### config.mk
export PLATFORM = sky130hd
export DESIGN_NAME = scan_chain_controller
export DESIGN_NICKNAME = d
export VERILOG_FILES = /design/src/rtl/scan_chain_controller.sv
export SDC_FILE = /design/constraint.sdc
export NUM_CORES = 1
export LEC_CHECK = 0
export ABC_AREA = 1
export ABC_CLOCK_PERIOD_IN_PS = 2420
export CORE_MARGIN = 4
export CORE_UTILIZATION = 30
export CTS_CLUSTER_SIZE = 8
export DETAILED_ROUTE_END_ITERATION = 16
export HOLD_SLACK_MARGIN = 0.15
export PLACE_DENSITY = 0.53
export SLEW_MARGIN = 25
export SYNTH_ARGS = -nofsm -noshare
export SYNTH_HDL_FRONTEND = slang
export SYNTH_SLANG_ARGS = --single-unit
### constraint.sdc
create_clock -name clk -period 2.42 [get_ports clk]
set_input_delay 0.605 -clock clk [delete_from_list [all_inputs] [get_ports clk]]
set_output_delay 0.605 -clock clk [all_outputs]
set_load 0.03 [all_outputs]
### src/rtl/scan_chain_controller.sv
// scan_chain_controller
//   Initiator for an external serial scan chain. Shifts a parallel pattern into
//   the chain MSB-first while collecting the chain's previous contents. In
//   capture mode it then pulses one functional-capture cycle and unloads the
//   captured value, leaving the chain all-zero.
//
//   State table
//   state    | meaning
//   ---------+----------------------------------------------------------
//   IDLE     | waiting for start; pattern/mode latched on start
//   SHIFT    | CHAIN_LEN cycles: pattern MSB -> scan_in, scan_out -> result
//   CAPTURE  | one cycle with chain_enable: chain loads functional data
//   UNLOAD   | CHAIN_LEN cycles: zeros -> scan_in, scan_out -> result
//   DONE     | one-cycle done pulse; unload_data updated on entry
//
//   Ports
//   clk, rst       clock, synchronous active-high reset
//   start          begin operation (sampled only in IDLE)
//   do_capture     with start: 1 = load, capture, unload
//   load_data      pattern to shift in (sampled with start)
//   busy, done     status; done is a one-cycle pulse
//   unload_data    data shifted out of the chain, held until the next DONE
//   scan_enable    chain shift enable
//   scan_in        serial data into chain LSB
//   chain_enable   chain functional-capture enable
//   scan_out       chain MSB
module scan_chain_controller #(
   parameter int CHAIN_LEN = 3,
   parameter int CNT_W     = $clog2(CHAIN_LEN + 1)
) (
   input  logic                 clk,
   input  logic                 rst,
   input  logic                 start,
   input  logic                 do_capture,
   input  logic [CHAIN_LEN-1:0] load_data,
   output logic                 busy,
   output logic                 done,
   output logic [CHAIN_LEN-1:0] unload_data,
   output logic                 scan_enable,
   output logic                 scan_in,
   output logic                 chain_enable,
   input  logic                 scan_out
);

   typedef enum logic [2:0] {
      ST_IDLE    = 3'd0,
      ST_SHIFT   = 3'd1,
      ST_CAPTURE = 3'd2,
      ST_UNLOAD  = 3'd3,
      ST_DONE    = 3'd4
   } state_t;

   localparam logic [CNT_W-1:0] CNT_LAST = CNT_W'(CHAIN_LEN - 1);

   state_t               state_q, state_d;
   logic [CHAIN_LEN-1:0] pattern_q, pattern_d;
   logic [CHAIN_LEN-1:0] result_q, result_d;
   logic [CHAIN_LEN-1:0] unload_data_q, unload_data_d;
   logic                 mode_q, mode_d;
   logic [CNT_W-1:0]     cnt_q, cnt_d;
   logic                 scan_enable_q, scan_enable_d;
   logic                 scan_in_q, scan_in_d;
   logic                 chain_enable_q, chain_enable_d;
   logic                 cnt_last;

   always_ff @(posedge clk) begin
      if (rst) begin
         state_q        <= ST_IDLE;
         pattern_q      <= '0;
         result_q       <= '0;
         unload_data_q  <= '0;
         mode_q         <= 1'b0;
         cnt_q          <= '0;
         scan_enable_q  <= 1'b0;
         scan_in_q      <= 1'b0;
         chain_enable_q <= 1'b0;
      end else begin
         state_q        <= state_d;
         pattern_q      <= pattern_d;
         result_q       <= result_d;
         unload_data_q  <= unload_data_d;
         mode_q         <= mode_d;
         cnt_q          <= cnt_d;
         scan_enable_q  <= scan_enable_d;
         scan_in_q      <= scan_in_d;
         chain_enable_q <= chain_enable_d;
      end
   end

   always_comb begin
      state_d        = state_q;
      pattern_d      = pattern_q;
      result_d       = result_q;
      unload_data_d  = unload_data_q;
      mode_d         = mode_q;
      cnt_d          = cnt_q;
      scan_enable_d  = 1'b0;
      scan_in_d      = 1'b0;
      chain_enable_d = 1'b0;
      cnt_last       = (cnt_q == CNT_LAST);

      unique case (state_q)
         ST_IDLE: begin
            if (start) begin
               pattern_d = load_data;
               mode_d    = do_capture;
               cnt_d     = '0;
               state_d   = ST_SHIFT;
            end
         end
         ST_SHIFT: begin
            pattern_d = {pattern_q[CHAIN_LEN-2:0], 1'b0};
            result_d  = {result_q[CHAIN_LEN-2:0], scan_out};
            if (cnt_last) begin
               cnt_d   = '0;
               state_d = mode_q ? ST_CAPTURE : ST_DONE;
            end else begin
               cnt_d = cnt_q + 1'b1;
            end
         end
         ST_CAPTURE: begin
            cnt_d   = '0;
            state_d = ST_UNLOAD;
         end
         ST_UNLOAD: begin
            result_d = {result_q[CHAIN_LEN-2:0], scan_out};
            if (cnt_last) begin
               cnt_d   = '0;
               state_d = ST_DONE;
            end else begin
               cnt_d = cnt_q + 1'b1;
            end
         end
         ST_DONE: begin
            state_d = ST_IDLE;
         end
         default: begin
            state_d = ST_IDLE;
         end
      endcase

      // The last scan_out bit lands in result on the same edge that enters
      // DONE, so capture the updated value to have it valid during done.
      if ((state_d == ST_DONE) && (state_q != ST_DONE)) begin
         unload_data_d = result_d;
      end

      // Chain controls are registered from the next state so they line up
      // with the cycle the FSM is in.
      scan_enable_d  = (state_d == ST_SHIFT) || (state_d == ST_UNLOAD);
      scan_in_d      = (state_d == ST_SHIFT) ? pattern_d[CHAIN_LEN-1] : 1'b0;
      chain_enable_d = (state_d == ST_CAPTURE);
   end

   assign busy         = (state_q != ST_IDLE);
   assign done         = (state_q == ST_DONE);
   assign unload_data  = unload_data_q;
   assign scan_enable  = scan_enable_q;
   assign scan_in      = scan_in_q;
   assign chain_enable = chain_enable_q;

endmodule
==> summary.txt <==
Timing
  • Endpoints failing setup: 0
  • RSZ-0062 raised after global routing: false
  • Clock Skews: about 1.9 ps
  • Final period utilization: 0.9479
  • Fmax: ~0.44 GHz
  • Setup ws final: 126.2 ps
  • Final Hold Viols: 0
  • Final setup TNS: 0 ps
  • Actual slew at the worst max-slew pin: 323.2 ps
  • Final slew viol count: 0
  • Rel. slew slack: 0.7839
  • Tmin final: 2294 ps

Synth
  • Post-Syn Nets: about 120
  • Compound-Gate Fraction of Synth Area: 0.07559
  • Sequential-to-total area share from yosys stat: 0.4535
  • Yosys reg bits: 18
  • Largest family of logic cells by synthesized area: simple AND/OR/NAND/NOR gates
  • Synthesized area: roughly 790 um^2
  • Yosys warning count: 0
  • Mux contribution to synthesized area: 0
  • Synth unique cells: 17
  • Post-Synth Adder-Cell Area: 0
  • Average instance area after synthesis: 6.969 um^2
  • Synth Area in Simple Gates: 0.3858
  • Post-Syn Instances: 114
  • Post-Synth XOR/XNOR Area: 0

Floorplanning
  • Core Footprint: 2500 um^2
  • Die extent in y: 59.46 um
  • Die Area: 3535 um^2
  • Ports: 16
  • Row count: 18
  • Initial core utilization: 0.3178
  • Die X: 59.46 um

Clock network
  • Clock Tree Buf Depth: 2
  • Clock root buffer: clkbuf_4
  • Num CTS Buffers: 3
  • H-Tree Depth: 1
  • Clock slew at reported path FFs: 110 ps
  • CTS tree: built
  • Clock Latency Late Sink: 290 ps
  • # clock sinks: 18

Final layout
  • Share of cells above drive strength 1: 0.1203
  • # diodes: 0
  • P&R area growth vs syn: 28.19%
  • Fin cells: approximately 160
  • Most common cell after layout, fill and taps aside: nand2_1
  • Most frequent cells in the layout: nand2_1 (26), dfxtp_1 (18), nor2_1 (16)
  • Final nets: 143

GRT
  • Initial antenna violation count: 0
  • Total GRT Usage: 0.1165
  • GR Util met2: 0.1638
  • Busiest grt layer: met2
  • Vias in the first global route: 652
  • Largest net degree at the start of global routing: 10
  • Grt met1 use: 0.1566
  • Grt total ovfl: 0
  • First-pass GRT wire length: 3008 um
  • Met3 usage: 0.02614

Pwr
  • Worst vdd rail ir drop: 0.3519 mV
  • Internal Pwr Total: about 410 uW
  • Leakage: 0.0004558 uW
  • Pwr/cell area: around 570 nW/um^2
  • P_sw: 166.7 uW
  • Switch share: 0.2877
  • Clock power share: 0.265
  • Reg power frac: 0.552
  • Comb pwr share: 0.183
  • Pwr Total: 579.3 uW

Routing
  • Initial drt markers: 20
  • DR vias: between 700 and 800
  • # DRC: 0
  • Drt wl/cell: 11.08 um
  • TritonRoute pass-1 iters: 4
  • Antenna-violating nets left: 0
  • Detailed Route WL: 1806 um
  • Drt via density: 4.687

Worst setup path
  • CP required: 1810 ps
  • Critical path launch point type: flip-flop
  • Crit. End Element: output pin
  • Peak fanout along the critical path: 9
  • CP Class: flip-flop to output pin
  • Arr. time, crit path: 1690 ps

Worst hold path
  • Hold Crit Class: flip-flop to flip-flop

Place
  • Port buffer count: 15
  • Setup slack at placement: 419.1 ps
  • DP Cell Count: 160
  • GPL Wtd Cong: between 0.8 and 0.9
  • Dpl hpwl: 1390 um

Flow run
  • Total of max-cap violations: 0

Status
  • Status: finished clean
==> worst max-delay path, cell delays in order, from the launching register on <==
cell and delay [ps]:
dfxtp_1 450, inv_2 130, nor2_1 140, clkdlybuf4s50_1 680
==> power groups by stage <==
stage                     clock, uW  sequential [uW]  combinational (uW)
after floorplan                   0              332                60.1
final                           154              320                 106
after global placement            0              326                 106
after global routing            171              321                 119
after CTS                       156              320                 107
after detailed placement          0              326                 106
==> state kept, by name, summed over array words and instances (netlist names) <==
| register | flops |
|---|---|
| state_q | 3 |
| result_q | 3 |
| chain_enable | 1 |
| scan_enable | 1 |
| scan_in | 1 |
| pattern_q | 3 |
| unload_data | 3 |
| cnt_q | 2 |
| mode_q | 1 |
==> kinds of logic after synthesis <==
group                  count (synthesis)
buffers and inverters                 18
flip-flops                            18
AO/OA/AOI/OAI                         12
AND/OR/NAND/NOR                       66
==> path summary, 6_finish.rpt <==
kind	startpoint	to	slack (ps)	depth (start not counted)
setup reg to reg	state_q[0]	scan_in	1260	6
hold / removal	unload_data[1]	unload_data[1]	490	2
hold reg to reg	unload_data[1]	unload_data[1]	490	2
setup / recovery	state_q[2]	done	130	3
==> layer usage <==
metal	part of all wire	wire, um
met4	0.024	43
met5	0	0
met3	0.044	79
met2	0.46	835
met1	0.47	848
==> Yosys cell counts <==
library cell / count / share of area
inv_1: 13 / 0.061
nor2_1: 16 / 0.076
nand3_2: 1 / 0.013
nand4_1: 1 / 0.0079
nor3_1: 1 / 0.0063
o21ai_0: 2 / 0.013
o21ai_1: 1 / 0.0063
inv_2: 4 / 0.019
nor2_2: 2 / 0.016
clkbuf_1: 1 / 0.0047
nand2_1: 26 / 0.12
nand2_4: 1 / 0.014
nand2_2: 1 / 0.0079
a21oi_1: 9 / 0.057
nand3_1: 15 / 0.094
dfxtp_1: 18 / 0.45
nor2_4: 2 / 0.028
==> timing repair <==
action	in CTS	in global routing
gates resized for setup	0	1
endpoints found under the hold margin	0	0
setup endpoints to repair	0	1
setup buffers	0	0
hold buffers	0	0
==> metrics by stage <==
step | hold WS, ps | utilization | cell area, um^2
floorplan | 446.7 | - | 794.5
finish | 494.1 | 0.4074 | 1018
detailed placement | 473.7 | 0.3974 | 993.5
global route | 518.8 | 0.4074 | 1018
global placement | 468.3 | 0.3974 | 993.5
CTS | 499.0 | 0.4064 | 1016
==> cell type report <==
class                           count  area [um^2]
Tap cell                           30        37.54
Fill cell                         265         1481
Sequential cell                    18        360.3
Timing Repair Buffer               17        167.7
Multi-Input combinational cell     78        366.6
Inverter                           17        63.81
Clock buffer                        3        22.52
(Power assumes the default switching activity.)
